<file path="config.mk">
export PLATFORM = sky130hd
export DESIGN_NAME = cmos_dvp_src_flat
export DESIGN_NICKNAME = d
export VERILOG_FILES = /design/src/rtl/cmos_dvp_src_if.sv /design/src/rtl/cmos_dvp_src.sv /design/src/flat_wrapper.sv
export SDC_FILE = /design/constraint.sdc
export NUM_CORES = 1
export LEC_CHECK = 0
export ABC_AREA = 1
export CAP_MARGIN = 10
export CELL_PAD_IN_SITES_DETAIL_PLACEMENT = 1
export CELL_PAD_IN_SITES_GLOBAL_PLACEMENT = 2
export CORE_ASPECT_RATIO = 0.7
export CORE_UTILIZATION = 37
export DETAILED_ROUTE_END_ITERATION = 6
export PLACE_DENSITY = 0.93
export SLEW_MARGIN = 20
export SYNTH_ARGS = -nofsm -noshare
export SYNTH_HDL_FRONTEND = slang
export SYNTH_SLANG_ARGS = --single-unit
</file>
<file path="constraint.sdc">
create_clock -name clk -period 2.95 [get_ports clk]
set_input_delay 0.59 -clock clk [delete_from_list [all_inputs] [get_ports clk]]
set_output_delay 0.59 -clock clk [all_outputs]
set_load 0.02 [all_outputs]
</file>
<file path="src/rtl/cmos_dvp_src_if.sv">
// DVP byte-stream bundle: frame sync, line valid, pixel byte and end-of-frame pulse.
// Latency: none, plain wires between source and sink.
// Backpressure: none, DVP is a free-running push interface.
interface cmos_dvp_src_if;
    logic       vsync;
    logic       href;
    logic [7:0] dout;
    logic       frame_done;

    modport master (output vsync, href, dout, frame_done);
    modport slave  (input  vsync, href, dout, frame_done);
endinterface

</file>
<file path="src/rtl/cmos_dvp_src.sv">
// OV7670-style DVP source: RGB565 test patterns, high byte first, with vsync/href framing.
// Latency: every output is registered, one clock behind its state/counter decode.
// Backpressure: none; en is honoured only at frame boundaries, and pattern is latched on VSYNC entry.
module cmos_dvp_src #(
    parameter int H_ACTIVE    = 640,
    parameter int H_BLANK     = 144,
    parameter int V_ACTIVE    = 480,
    parameter int VSYNC_LINES = 3,
    parameter int V_BACK      = 17,
    parameter int V_FRONT     = 10
) (
    input  logic               clk,
    input  logic               rst,
    input  logic               en,
    input  logic [1:0]         pattern,
    cmos_dvp_src_if.master     dvp
);
    localparam int L   = 2*H_ACTIVE + H_BLANK;
    localparam int HW  = (L > 1) ? $clog2(L) : 1;
    localparam int BW  = H_ACTIVE / 8;
    localparam int BCW = (BW > 1) ? $clog2(BW) : 1;

    typedef enum logic [2:0] {S_IDLE, S_VSYNC, S_VBACK, S_ACTIVE, S_VFRONT} state_t;

    state_t         state;
    logic [HW-1:0]  h_cnt;
    logic [15:0]    v_cnt;
    logic [1:0]     pat_q;
    logic [BCW-1:0] bar_px;
    logic [2:0]     bar_idx;

    logic           vsync_q;
    logic           href_q;
    logic [7:0]     dout_q;
    logic           frame_done_q;

    logic           line_end;
    logic           last_line;
    logic           in_href;
    logic [15:0]    hc_ext;
    logic [15:0]    x;
    logic [7:0]     g;
    logic [15:0]    pixel;
    logic [7:0]     byte_val;

    assign dvp.vsync      = vsync_q;
    assign dvp.href       = href_q;
    assign dvp.dout       = dout_q;
    assign dvp.frame_done = frame_done_q;

    // Decode line/frame position and build the byte for the current column.
    always_comb begin
        hc_ext   = 16'(h_cnt);
        x        = hc_ext >> 1;
        g        = x[7:0];
        line_end = (h_cnt == HW'(L-1));
        in_href  = (state == S_ACTIVE) && (hc_ext < 16'(2*H_ACTIVE));
        last_line = 1'b0;
        case (state)
            S_VSYNC:  last_line = (v_cnt == 16'(VSYNC_LINES-1));
            S_VBACK:  last_line = (v_cnt == 16'(V_BACK-1));
            S_ACTIVE: last_line = (v_cnt == 16'(V_ACTIVE-1));
            S_VFRONT: last_line = (v_cnt == 16'(V_FRONT-1));
            default:  last_line = 1'b0;
        endcase
        pixel = 16'h0000;
        case (pat_q)
            2'd0: begin
                case (bar_idx)
                    3'd0:    pixel = 16'hFFFF;
                    3'd1:    pixel = 16'hFFE0;
                    3'd2:    pixel = 16'h07FF;
                    3'd3:    pixel = 16'h07E0;
                    3'd4:    pixel = 16'hF81F;
                    3'd5:    pixel = 16'hF800;
                    3'd6:    pixel = 16'h001F;
                    default: pixel = 16'h0000;
                endcase
            end
            2'd1:    pixel = {g[7:3], g[7:2], g[7:3]};
            2'd2:    pixel = (x[3] ^ v_cnt[3]) ? 16'hFFFF : 16'h0000;
            default: pixel = 16'h0000;
        endcase
        if (pat_q == 2'd3)
            byte_val = hc_ext[7:0];
        else
            byte_val = h_cnt[0] ? pixel[7:0] : pixel[15:8];
    end

    // Frame FSM, h/v counters, bar-width counter and registered DVP outputs.
    always_ff @(posedge clk) begin
        if (rst) begin
            state        <= S_IDLE;
            h_cnt        <= '0;
            v_cnt        <= '0;
            pat_q        <= 2'd0;
            bar_px       <= '0;
            bar_idx      <= 3'd0;
            vsync_q      <= 1'b0;
            href_q       <= 1'b0;
            dout_q       <= 8'h00;
            frame_done_q <= 1'b0;
        end else begin
            vsync_q      <= (state == S_VSYNC);
            href_q       <= in_href;
            dout_q       <= in_href ? byte_val : 8'h00;
            frame_done_q <= (state == S_VFRONT) && last_line && line_end;

            // Bars advance one index every BW pixels; cleared outside href so each line restarts at bar 0.
            if (!in_href) begin
                bar_px  <= '0;
                bar_idx <= 3'd0;
            end else if (h_cnt[0]) begin
                if (bar_px == BCW'(BW-1)) begin
                    bar_px  <= '0;
                    bar_idx <= bar_idx + 3'd1;
                end else begin
                    bar_px <= bar_px + BCW'(1);
                end
            end

            if (state == S_IDLE) begin
                h_cnt <= '0;
                v_cnt <= '0;
                if (en) begin
                    state <= S_VSYNC;
                    pat_q <= pattern;
                end
            end else begin
                h_cnt <= line_end ? '0 : h_cnt + HW'(1);
                if (line_end) begin
                    if (last_line) begin
                        v_cnt <= '0;
                        case (state)
                            S_VSYNC:  state <= S_VBACK;
                            S_VBACK:  state <= S_ACTIVE;
                            S_ACTIVE: state <= S_VFRONT;
                            default: begin
                                if (en) begin
                                    state <= S_VSYNC;
                                    pat_q <= pattern;
                                end else begin
                                    state <= S_IDLE;
                                end
                            end
                        endcase
                    end else begin
                        v_cnt <= v_cnt + 16'd1;
                    end
                end
            end
        end
    end
endmodule

</file>
<file path="src/flat_wrapper.sv">
// flat-port wrapper written by rule: the top's interface ports become plain ports
module cmos_dvp_src_flat 
#(
    parameter int H_ACTIVE    = 640,
    parameter int H_BLANK     = 144,
    parameter int V_ACTIVE    = 480,
    parameter int VSYNC_LINES = 3,
    parameter int V_BACK      = 17,
    parameter int V_FRONT     = 10
)
  (clk, rst, en, pattern, dvp_vsync, dvp_href, dvp_dout, dvp_frame_done);
  cmos_dvp_src_if dvp_i ();
  input  logic clk;
  input  logic rst;
  input  logic en;
  input  logic [1:0] pattern;
  output wire logic [$bits(dvp_i.vsync)-1:0] dvp_vsync;
  output wire logic [$bits(dvp_i.href)-1:0] dvp_href;
  output wire logic [$bits(dvp_i.dout)-1:0] dvp_dout;
  output wire logic [$bits(dvp_i.frame_done)-1:0] dvp_frame_done;
  assign dvp_vsync = dvp_i.vsync;
  assign dvp_href = dvp_i.href;
  assign dvp_dout = dvp_i.dout;
  assign dvp_frame_done = dvp_i.frame_done;
  cmos_dvp_src #(.H_ACTIVE(H_ACTIVE), .H_BLANK(H_BLANK), .V_ACTIVE(V_ACTIVE), .VSYNC_LINES(VSYNC_LINES), .V_BACK(V_BACK), .V_FRONT(V_FRONT)) u_core (.clk(clk), .rst(rst), .en(en), .pattern(pattern), .dvp(dvp_i));
endmodule
</file>
==> results.json, run 1 <==
{
  "critPathMaxFanout": 6,
  "place_area_um2": 3190,
  "wirelength_mm": 7.82,
  "clk_pin_slew_ns": 0.06,
  "grt_overflow": 0,
  "finClkSkew_ns": 0.0107,
  "antenna_left": 0,
  "clkSinkCount": 53,
  "start_kind": "flip-flop",
  "syn_nets": 434,
  "coreArea_um2": 7480,
  "ys_ff_latch": 53,
  "crit_path_end_kind": "flip-flop",
  "num_rows": 26,
  "grt_pass1_wl_mm": 13.4,
  "place.gp.congestion": 0.816,
  "critPathRequiredTime_ns": 3.12,
  "final.setup.tns_ns": 0,
  "rsz0062_at_grt": "false",
  "viasPerCell": 5.11,
  "antenna_found_initial": 0,
  "yosys_warnings": 0,
  "clock_path_buffers": 2,
  "dp_cells": 529,
  "yosysTopAreaCellShare_pct": 36.1,
  "hold_viol": 0,
  "setup_viol": 0,
  "peakVddDrop_v": 0.000179,
  "synth.area.top_cells": "dfxtp_1 (36%), nand2_1 (11%), inv_1 (7.0%), nor2_1 (6.8%), a21oi_1 (6.0%)",
  "cts_max_level": 2,
  "io_pins": 16,
  "cts_buffers": 5,
  "num_antenna_cells": 0,
  "post_cts_buffers": 0,
  "synth_cells": 421,
  "cts_tree": "done",
  "cts_resized": 0,
  "fmax_ghz": 0.483,
  "track_usage_pct": 20.6,
  "vias": 2741,
  "cellPowerDensity_nw_per_um2": 447,
  "postSynthAreaPerCell_um2": 6.98,
  "r2r_start": "u_core.bar_idx[0]$_SDFFE_PP0P_",
  "die-area_um2": 8310,
  "fin_cells": 536,
  "netlist_area_um2": 2940,
  "finalMaxSlewViolations": 0,
  "start_util_pct": 39.3,
  "relSlewSlack_pct": 44.5,
  "grt_pass1_vias": 2761,
  "maxCapViolations": 0,
  "synth_largest_area_cell": "dfxtp_1",
  "drtIter0Drc": 97,
  "syn2layout_area_growth_pct": 13.4,
  "synth_cell_types": 37,
  "status": "finished clean",
  "die_h_um": 76.6,
  "period_share_pct": 70.2,
  "drive_above_1_share_pct": 9.36,
  "yosysSeqAreaShare_pct": 36.1,
  "firstDrtPassIters": 4,
  "leakagePower_nw": 1.25,
  "worstHoldStart": "u_core.bar_px[6]$_SDFFE_PP0P_",
  "portBuffers": 15,
  "cp.arrival_ns": 2.24,
  "grt_max_degree": 17,
  "clock-root-buffer": "clkbuf_16",
  "dp_hpwl_mm": 6.13,
  "clock_latency_ns": 0.30,
  "die_w_um": 109,
  "avgRoutedWirePerCell_um": 14.6,
  "holdBufCountCts": 0,
  "setup.worst_path.start": "u_core.bar_idx[0]$_SDFFE_PP0P_",
  "fin_crit_ns": 2.07,
  "nets": 451,
  "critPathKind": "reg2reg",
  "worstHoldPathType": "reg2reg",
  "drcViolationCount": 0,
  "stdcell_area_um2": 3330,
  "worst_pin_slew_ns": 0.824
}
==> kinds of logic after synthesis <==
kind of cell / after synthesis / synth area share, %
AND/OR/NAND/NOR: 226 / 38.3
buffers and inverters: 68 / 8.89
AO/OA/AOI/OAI: 56 / 10.1
flip-flops: 53 / 36.1
XOR/XNOR: 10 / 3.23
adder cells (fa/ha/maj): 8 / 3.40
==> area by class of cell <==
class | instances | area [um^2]
repair buffers | 16 | 158
well taps | 98 | 123
clock buffers | 7 | 143
inverters | 62 | 233
flip-flops and latches | 53 | 1060
fillers | 983 | 4150
multi-input cells | 300 | 1620
==> synthesized netlist by cell type <==
| cell | instances |
|---|---|
| nor4_1 | 5 |
| buf_2 | 4 |
| nand4_4 | 1 |
| nand3_4 | 1 |
| xnor2_1 | 2 |
| nand2_2 | 9 |
| xor2_2 | 1 |
| nor2_4 | 4 |
| clkbuf_2 | 1 |
| nor2_2 | 2 |
| nor4b_1 | 1 |
| nor3_1 | 13 |
| nand2_4 | 2 |
| dfxtp_1 | 53 |
| nand2_1 | 83 |
| nand3_2 | 1 |
| nor3_4 | 1 |
| nand4_1 | 8 |
| nor3b_1 | 2 |
| nor2_1 | 53 |
| clkbuf_1 | 1 |
| inv_2 | 7 |
| o21ai_0 | 13 |
| ha_1 | 8 |
| xor2_1 | 7 |
| a31oi_1 | 3 |
| nor3b_2 | 1 |
| a21oi_1 | 35 |
| a211oi_1 | 1 |
| o31ai_1 | 1 |
| o211ai_1 | 3 |
| nor3_2 | 3 |
| nor4_4 | 1 |
| nand3b_1 | 1 |
| inv_1 | 55 |
| nand3_1 | 32 |
| or2_0 | 2 |
==> placed cells by master, fill, tap and decap left out, drive strengths merged, types with 2 or more instances in the layout <==
cell type and instances:
nand2 94, xnor2 2, nor3 17, nor2 59, clkbuf 7, ha 8
nand3 34, a21oi 35, o21ai 13, nor4 6, o211ai 3, or2 2
dfxtp 53, inv 62, clkdlybuf4s50 15, xor2 8, nor3b 3, nand4 9
a31oi 3
==> metrics by stage <==
stage / utilization, % / setup WS (ns) / power [mW] / hold WS, ns
after floorplan: - / 1.35 / 0.863 / 0.420
after global placement: 42.7 / 0.821 / 0.903 / 0.431
after detailed placement: 42.7 / 0.695 / 0.909 / 0.457
after CTS: 44.6 / 0.933 / 1.51 / 0.468
after global routing: 44.6 / 0.628 / 1.56 / 0.487
final: 44.6 / 0.878 / 1.49 / 0.459
==> report_power, final <==
| group | switching [mW] | internal (mW) | leakage [nW] |
|---|---|---|---|
| combinational | 0.111 | 0.0506 | 0.753 |
| sequential | 0.00938 | 0.724 | 0.428 |
| clock | 0.263 | 0.334 | 0.0700 |
| total | 0.383 | 1.11 | 1.25 |
==> final timing paths <==
check                                                      to  slack [ns]  cells after the start
worst min register to register  u_core.bar_px[6]$_SDFFE_PP0P_        0.46                      1
worst max register to register  u_core.dvp.dout[1]$_SDFF_PP0_        0.88                      6
worst min-delay path            u_core.bar_px[6]$_SDFFE_PP0P_        0.46                      1
worst max-delay path            u_core.dvp.dout[1]$_SDFF_PP0_        0.88                      6
==> registers in the layout (all words and copies together), names as in the netlist, 2 cells and up <==
| name | cells |
|---|---|
| u_core.v_cnt | 16 |
| u_core.h_cnt | 11 |
| u_core.dvp.dout | 8 |
| u_core.bar_px | 7 |
| u_core.bar_idx | 3 |
| u_core.state | 3 |
| u_core.pat_q | 2 |
==> routing by layer <==
metal | part of all wire, % | global-route usage (%)
met1 | 56 | 30.7
met2 | 41 | 30.4
met3 | 2.3 | 3.85
met4 | 0.61 | 4.05
met5 | 0 | 0
==> critical path: stages, from the launching register on <==
cell     delay, ns
dfxtp_1       0.36
ha_1          0.22
ha_1          0.21
o21ai_0       0.65
inv_1         0.11
o21ai_0       0.29
a21oi_1       0.11
(Power assumes the default switching activity.)
==> run 2: changes to the inputs <==
- CORE_UTILIZATION: 37 -> 34
- PLACE_DENSITY: 0.93 -> 0.87
- clock period: 2.95 -> 2 ns (I/O delays scaled with it)
==> run 2 against run 1 <==
Against the previous run: clock skew shrank 0.00064 ns; sequential share of layout area down 0.94 points; core utilization down 2.2 points; routed wire length up 4.8%; register-to-register slack worse by 0.68 ns; count of clock-buffer cells in the layout unchanged; highest routed layer unchanged; power is 52% higher; via count is 0.84% higher; critical endpoint is now u_core.dvp.dout[5]$_SDFF_PP0_; cell count up 2.6%.
==> results.json, run 2 (synthesis results as in run 1) <==
{
  "clkSinkCount": 53,
  "grt_overflow": 0,
  "clock_power_share_pct": 41.3,
  "clock_latency_ns": 0.30,
  "cp.arrival_ns": 1.99,
  "worstHoldStart": "u_core.bar_px[6]$_SDFFE_PP0P_",
  "cpMaxStageDelayCell": "o21ai_0",
  "drcViolationCount": 0,
  "critPathRequiredTime_ns": 2.18,
  "clock_path_buffers": 2,
  "final.setup.tns_ns": 0,
  "dp_cells": 542,
  "worst_pin_slew_ns": 0.646,
  "fin_crit_ns": 1.81,
  "r2r-end": "u_core.dvp.dout[5]$_SDFF_PP0_",
  "largest-register": "u_core.v_cnt",
  "critPathKind": "reg2reg",
  "drive_above_1_share_pct": 12.0,
  "io_pins": 16,
  "relSlewSlack_pct": 56.5,
  "stdcell_area_um2": 3440,
  "hold_path_depth": 1,
  "power.switching_mw": 0.582,
  "cts_tree": "done",
  "peakVddDrop_v": 0.000248,
  "multi_input_area_um2": 1630,
  "path_delay_family": "compound AO/OA/AOI/OAI gates",
  "syn2layout_area_growth_pct": 16.9,
  "wirelength_mm": 8.19,
  "setup_viol": 0,
  "hold_viol": 0,
  "holdPathEnd": "u_core.bar_px[6]$_SDFFE_PP0P_",
  "num_antenna_cells": 0,
  "grt_pass1_wl_mm": 13.9,
  "firstDrtPassIters": 4,
  "die_w_um": 113,
  "avgRoutedWirePerCell_um": 14.9,
  "dp_hpwl_mm": 6.37,
  "drtIter0Drc": 139,
  "postLayoutCoreUtil_pct": 42.4,
  "r2r_slack_ns": 0.19,
  "holdBufCountCts": 0,
  "antenna_found_initial": 0,
  "setup.worst_path.start": "u_core.bar_idx[0]$_SDFFE_PP0P_",
  "coreArea_um2": 8110,
  "crit_top_cell": "ha_1",
  "period_share_pct": 90.3,
  "path_cells": "ha_1, ha_1, o21ai_0, nand3_1, nand2_1, a31oi_1",
  "place.gp.congestion": 0.807,
  "layout_setup_ws_ns": 0.193,
  "track_usage_pct": 19.8,
  "viasPerCell": 5.03,
  "reg2reg_depth": 6,
  "cellPowerDensity_nw_per_um2": 659,
  "p_int_mw": 1.68,
  "maxCapViolations": 0,
  "p_sw_share_pct": 25.7,
  "seqPwrFrac_pct": 47.8,
  "status": "finished clean",
  "fin_cells": 550,
  "place_area_um2": 3270,
  "num_rows": 27,
  "grt_max_degree": 17,
  "critPathMaxStageDelay_ns": 0.52,
  "post_cts_buffers": 0,
  "leakagePower_nw": 1.31,
  "critPathBufInv": 0,
  "critPathMaxFanout": 6,
  "rsz0062_at_grt": "false",
  "grt_pass1_vias": 2718,
  "portBuffers": 15,
  "largest_reg_flops": 16,
  "vias": 2764,
  "fillers": 1034,
  "worstHoldPathType": "reg2reg",
  "finalMaxSlewViolations": 0,
  "r2r_start": "u_core.bar_idx[0]$_SDFFE_PP0P_",
  "die_h_um": 79.8,
  "antenna_left": 0,
  "final_cell_mix": "nand2_1 (83), inv_1 (55), dfxtp_1 (53), nor2_1 (52), a21oi_1 (35)",
  "start_util_pct": 36.3,
  "layout_commonest_cell": "nand2_1",
  "clock-root-buffer": "clkbuf_16",
  "regArea_um2": 1060,
  "clk_pin_slew_ns": 0.07,
  "fmax_ghz": 0.554,
  "cts_max_level": 2,
  "pwr-share-comb_pct": 10.9,
  "start_kind": "flip-flop",
  "cts_buffers": 5,
  "pre_cts_ws_ns": 0.157,
  "crit_path_end_kind": "flip-flop",
  "nets": 461,
  "finClkSkew_ns": 0.0100,
  "die-area_um2": 9030
}
## run 2: cell types whose count changed in the layout (fill, tap and decap cells not counted), sizes merged
| cell | change |
|---|---|
| buf | +10 |
| clkinv | +1 |
## run 2: worst reg2reg max path, delay by kind of cell (launching register included)
family | cells | cell delay, ns
AOI/OAI and AO/OA | 2 | 0.61
adders and majority gates | 2 | 0.45
DFF | 1 | 0.36
and+or+nand+nor | 2 | 0.28
## run 2: worst max-delay path by stage
stage	depth (start not counted)	to	slack, ns
detailed placement	6	u_core.h_cnt[4]$_SDFF_PP0_	0.16
global route	12	u_core.pat_q[1]$_SDFFE_PP0P_	0.03
global placement	6	u_core.h_cnt[4]$_SDFF_PP0_	0.17
floorplan	8	u_core.v_cnt[14]$_SDFFE_PP0P_	0.40
CTS	8	u_core.h_cnt[9]$_SDFF_PP0_	0.17
finish	6	u_core.dvp.dout[5]$_SDFF_PP0_	0.19
## run 2: layout make-up
type	instances	area share, %
inverters	62	6.77
clock buffers	7	4.44
clock inverters	1	0.146
flip-flops and latches	53	30.9
well taps	101	3.68
repair buffers	26	6.77
multi-input cells	300	47.3
## run 2: metal layers
metal / share of wire [%] / global-route usage [%] / wire length [um] / up-vias
li1: - / - / - / 1417
met1: 56 / 29.8 / 4590 / 1299
met2: 39 / 28.3 / 3190 / 41
met3: 4.0 / 3.42 / 330 / 7
met4: 1.0 / 5.53 / 82 / 0
met5: 0 / 0 / 0 / -
## run 2: timing repair
action,CTS,global route
resized for setup,0,2
hold endpoints to repair,0,0
setup endpoints to repair,0,4
## run 2: through the flow
step                      power, mW  hold slack (ns)
after CTS                      2.29            0.450
after global placement         1.34            0.439
after global routing           2.36            0.457
after floorplan                1.27            0.420
after detailed placement       1.35            0.441
final                          2.26            0.446
## run 2: power by group through the flow
stage | Sequential, mW | Clock [mW] | Combinational, mW
detailed placement | 1.11 | 0 | 0.241
global route | 1.08 | 0.999 | 0.276
finish | 1.08 | 0.936 | 0.246
global placement | 1.10 | 0 | 0.236
CTS | 1.08 | 0.964 | 0.245
floorplan | 1.10 | 0 | 0.169
==> run 3: changes to the inputs <==
- ABC_CLOCK_PERIOD_IN_PS: default -> 2000
- MAX_ROUTING_LAYER: default -> met4
==> run 3 against run 2 <==
Against the previous run: power decreased by 0.19%; maximum frequency increased by 0.43%; sequential share of layout area unchanged; largest cell class unchanged; worst hold slack about the same; critical path depth unchanged; clock skew increased by 0.00058 ns; first-iteration DRC count decreased by 2.9%; cell count unchanged; sequential power about the same; die area unchanged.
==> results.json, run 3 (synthesis results as in run 1) <==
{
  "largest_reg_flops": 16,
  "io_pins": 16,
  "start_kind": "flip-flop",
  "viasPerCell": 5.01,
  "power.switching_mw": 0.578,
  "firstDrtPassIters": 4,
  "clock_power_share_pct": 41.3,
  "finClkSkew_ns": 0.0106,
  "critPathMaxFanout": 6,
  "seqPwrFrac_pct": 47.8,
  "num_rows": 27,
  "worstHoldPathType": "reg2reg",
  "die-area_um2": 9030,
  "grt_max_degree": 17,
  "use_met2_pct": 28.3,
  "fin_crit_ns": 1.80,
  "grt_pass1_vias": 2718,
  "cts_tree": "done",
  "critPathRequiredTime_ns": 2.18,
  "track_usage_pct": 20.4,
  "final_cell_mix": "nand2_1 (83), inv_1 (55), dfxtp_1 (53), nor2_1 (52), a21oi_1 (35)",
  "avgRoutedWirePerCell_um": 14.9,
  "rsz0062_at_grt": "false",
  "drive_above_1_share_pct": 12.0,
  "portBuffers": 15,
  "grtUsageMet3_pct": 4.10,
  "post_cts_buffers": 0,
  "setup_viol": 0,
  "drcViolationCount": 0,
  "holdPathEnd": "u_core.bar_px[6]$_SDFFE_PP0P_",
  "clock_latency_ns": 0.30,
  "die_h_um": 79.8,
  "hold_path_depth": 1,
  "nets": 461,
  "final.setup.tns_ns": 0,
  "cts_max_level": 2,
  "worst_pin_slew_ns": 0.640,
  "syn2layout_area_growth_pct": 16.9,
  "fmax_ghz": 0.556,
  "pwr-share-comb_pct": 10.9,
  "critPathBufInv": 0,
  "critPathMaxStageDelay_ns": 0.52,
  "clock-root-buffer": "clkbuf_16",
  "clkSinkCount": 53,
  "num_antenna_cells": 0,
  "p_sw_share_pct": 25.6,
  "clock_path_buffers": 2,
  "path_delay_family": "compound AO/OA/AOI/OAI gates",
  "worstHoldStart": "u_core.bar_px[6]$_SDFFE_PP0P_",
  "finalMaxSlewViolations": 0,
  "start_util_pct": 36.3,
  "grt_overflow": 0,
  "crit_top_cell": "ha_1",
  "relSlewSlack_pct": 56.9,
  "wirelength_mm": 8.18,
  "path_cells": "ha_1, ha_1, o21ai_0, nand3_1, nand2_1, a31oi_1",
  "largest-register": "u_core.v_cnt",
  "peakVddDrop_v": 0.000246,
  "period_share_pct": 89.9,
  "dp_hpwl_mm": 6.37,
  "cts_buffers": 5,
  "critPathKind": "reg2reg",
  "finalPower_mw": 2.26,
  "vias": 2756,
  "status": "finished clean",
  "clk_pin_slew_ns": 0.07,
  "busiest_layer": "met1",
  "crit_path_end_kind": "flip-flop",
  "die_w_um": 113,
  "maxCapViolations": 0,
  "coreArea_um2": 8110,
  "antenna_found_initial": 0,
  "p_int_mw": 1.68,
  "cellPowerDensity_nw_per_um2": 657,
  "place.gp.congestion": 0.819,
  "r2r-end": "u_core.dvp.dout[5]$_SDFF_PP0_",
  "drtIter0Drc": 135,
  "cpMaxStageDelayCell": "o21ai_0",
  "r2r_slack_ns": 0.20,
  "grtUsageMet1_pct": 29.9,
  "r2r_start": "u_core.bar_idx[0]$_SDFFE_PP0P_",
  "grt_pass1_wl_mm": 14.0,
  "layout_commonest_cell": "nand2_1",
  "hold_viol": 0,
  "leakagePower_nw": 1.31,
  "antenna_left": 0,
  "cp.arrival_ns": 1.98,
  "reg2reg_depth": 6
}
## run 3: power by group through the flow
stage                     clock (mW)  combinational [mW]  sequential [mW]
after global routing            1.00               0.276             1.08
final                          0.932               0.245             1.08
after floorplan                    0               0.169             1.10
after global placement             0               0.236             1.10
after CTS                      0.964               0.245             1.08
after detailed placement           0               0.241             1.11
## run 3: area by class of cell
class / instances / area, um^2
clock buffer: 7 / 153
clock inverter: 1 / 5.00
fill: 1034 / 4670
inverter: 62 / 233
multi-input combinational: 300 / 1630
sequential: 53 / 1060
tap: 101 / 126
timing repair buffer: 26 / 233
## run 3: worst reg2reg max path: cells and delay by family, from the launching register on
kind,cells,cell delay (ns)
adders and majority gates,2,0.45
and+or+nand+nor,2,0.27
DFF,1,0.36
AOI/OAI and AO/OA,2,0.61
## run 3: how the worst max path moves through the flow
| stage | slack (ns) | startpoint | end | cells after the start |
|---|---|---|---|---|
| CTS | 0.17 | u_core.h_cnt[0]$_SDFF_PP0_ | u_core.h_cnt[9]$_SDFF_PP0_ | 8 |
| floorplan | 0.40 | u_core.v_cnt[0]$_SDFFE_PP0P_ | u_core.v_cnt[14]$_SDFFE_PP0P_ | 8 |
| finish | 0.20 | u_core.bar_idx[0]$_SDFFE_PP0P_ | u_core.dvp.dout[5]$_SDFF_PP0_ | 6 |
| detailed placement | 0.16 | rst | u_core.h_cnt[4]$_SDFF_PP0_ | 6 |
| global placement | 0.17 | rst | u_core.h_cnt[4]$_SDFF_PP0_ | 6 |
| global route | 0.03 | u_core.h_cnt[1]$_SDFF_PP0_ | u_core.pat_q[1]$_SDFFE_PP0P_ | 12 |
## run 3: per-stage QoR
stage          hold WS [ns]  instance area, um^2  worst slack, ns  util (%)  std cells
3_3_place_gp          0.439                 3270            0.173      40.3        542
3_5_place_dp          0.441                 3270            0.157      40.3        542
2_1_floorplan         0.420                 2940            0.401         -        421
6_report              0.446                 3440            0.201      42.4        550
5_1_grt               0.458                 3440           0.0271      42.4        550
4_1_cts               0.450                 3430            0.173      42.3        550
## run 3: routing by layer
metal / wire (um) / up-vias
li1: - / 1416
met1: 4640 / 1293
met2: 3160 / 42
met3: 313 / 5
met4: 66 / 0
met5: 0 / -
## run 3: timing repair
action / CTS / global route
gates resized for setup: 0 / 2
hold buffers: 0 / 0
endpoints found under the hold margin: 0 / 0
setup endpoints to repair: 0 / 4
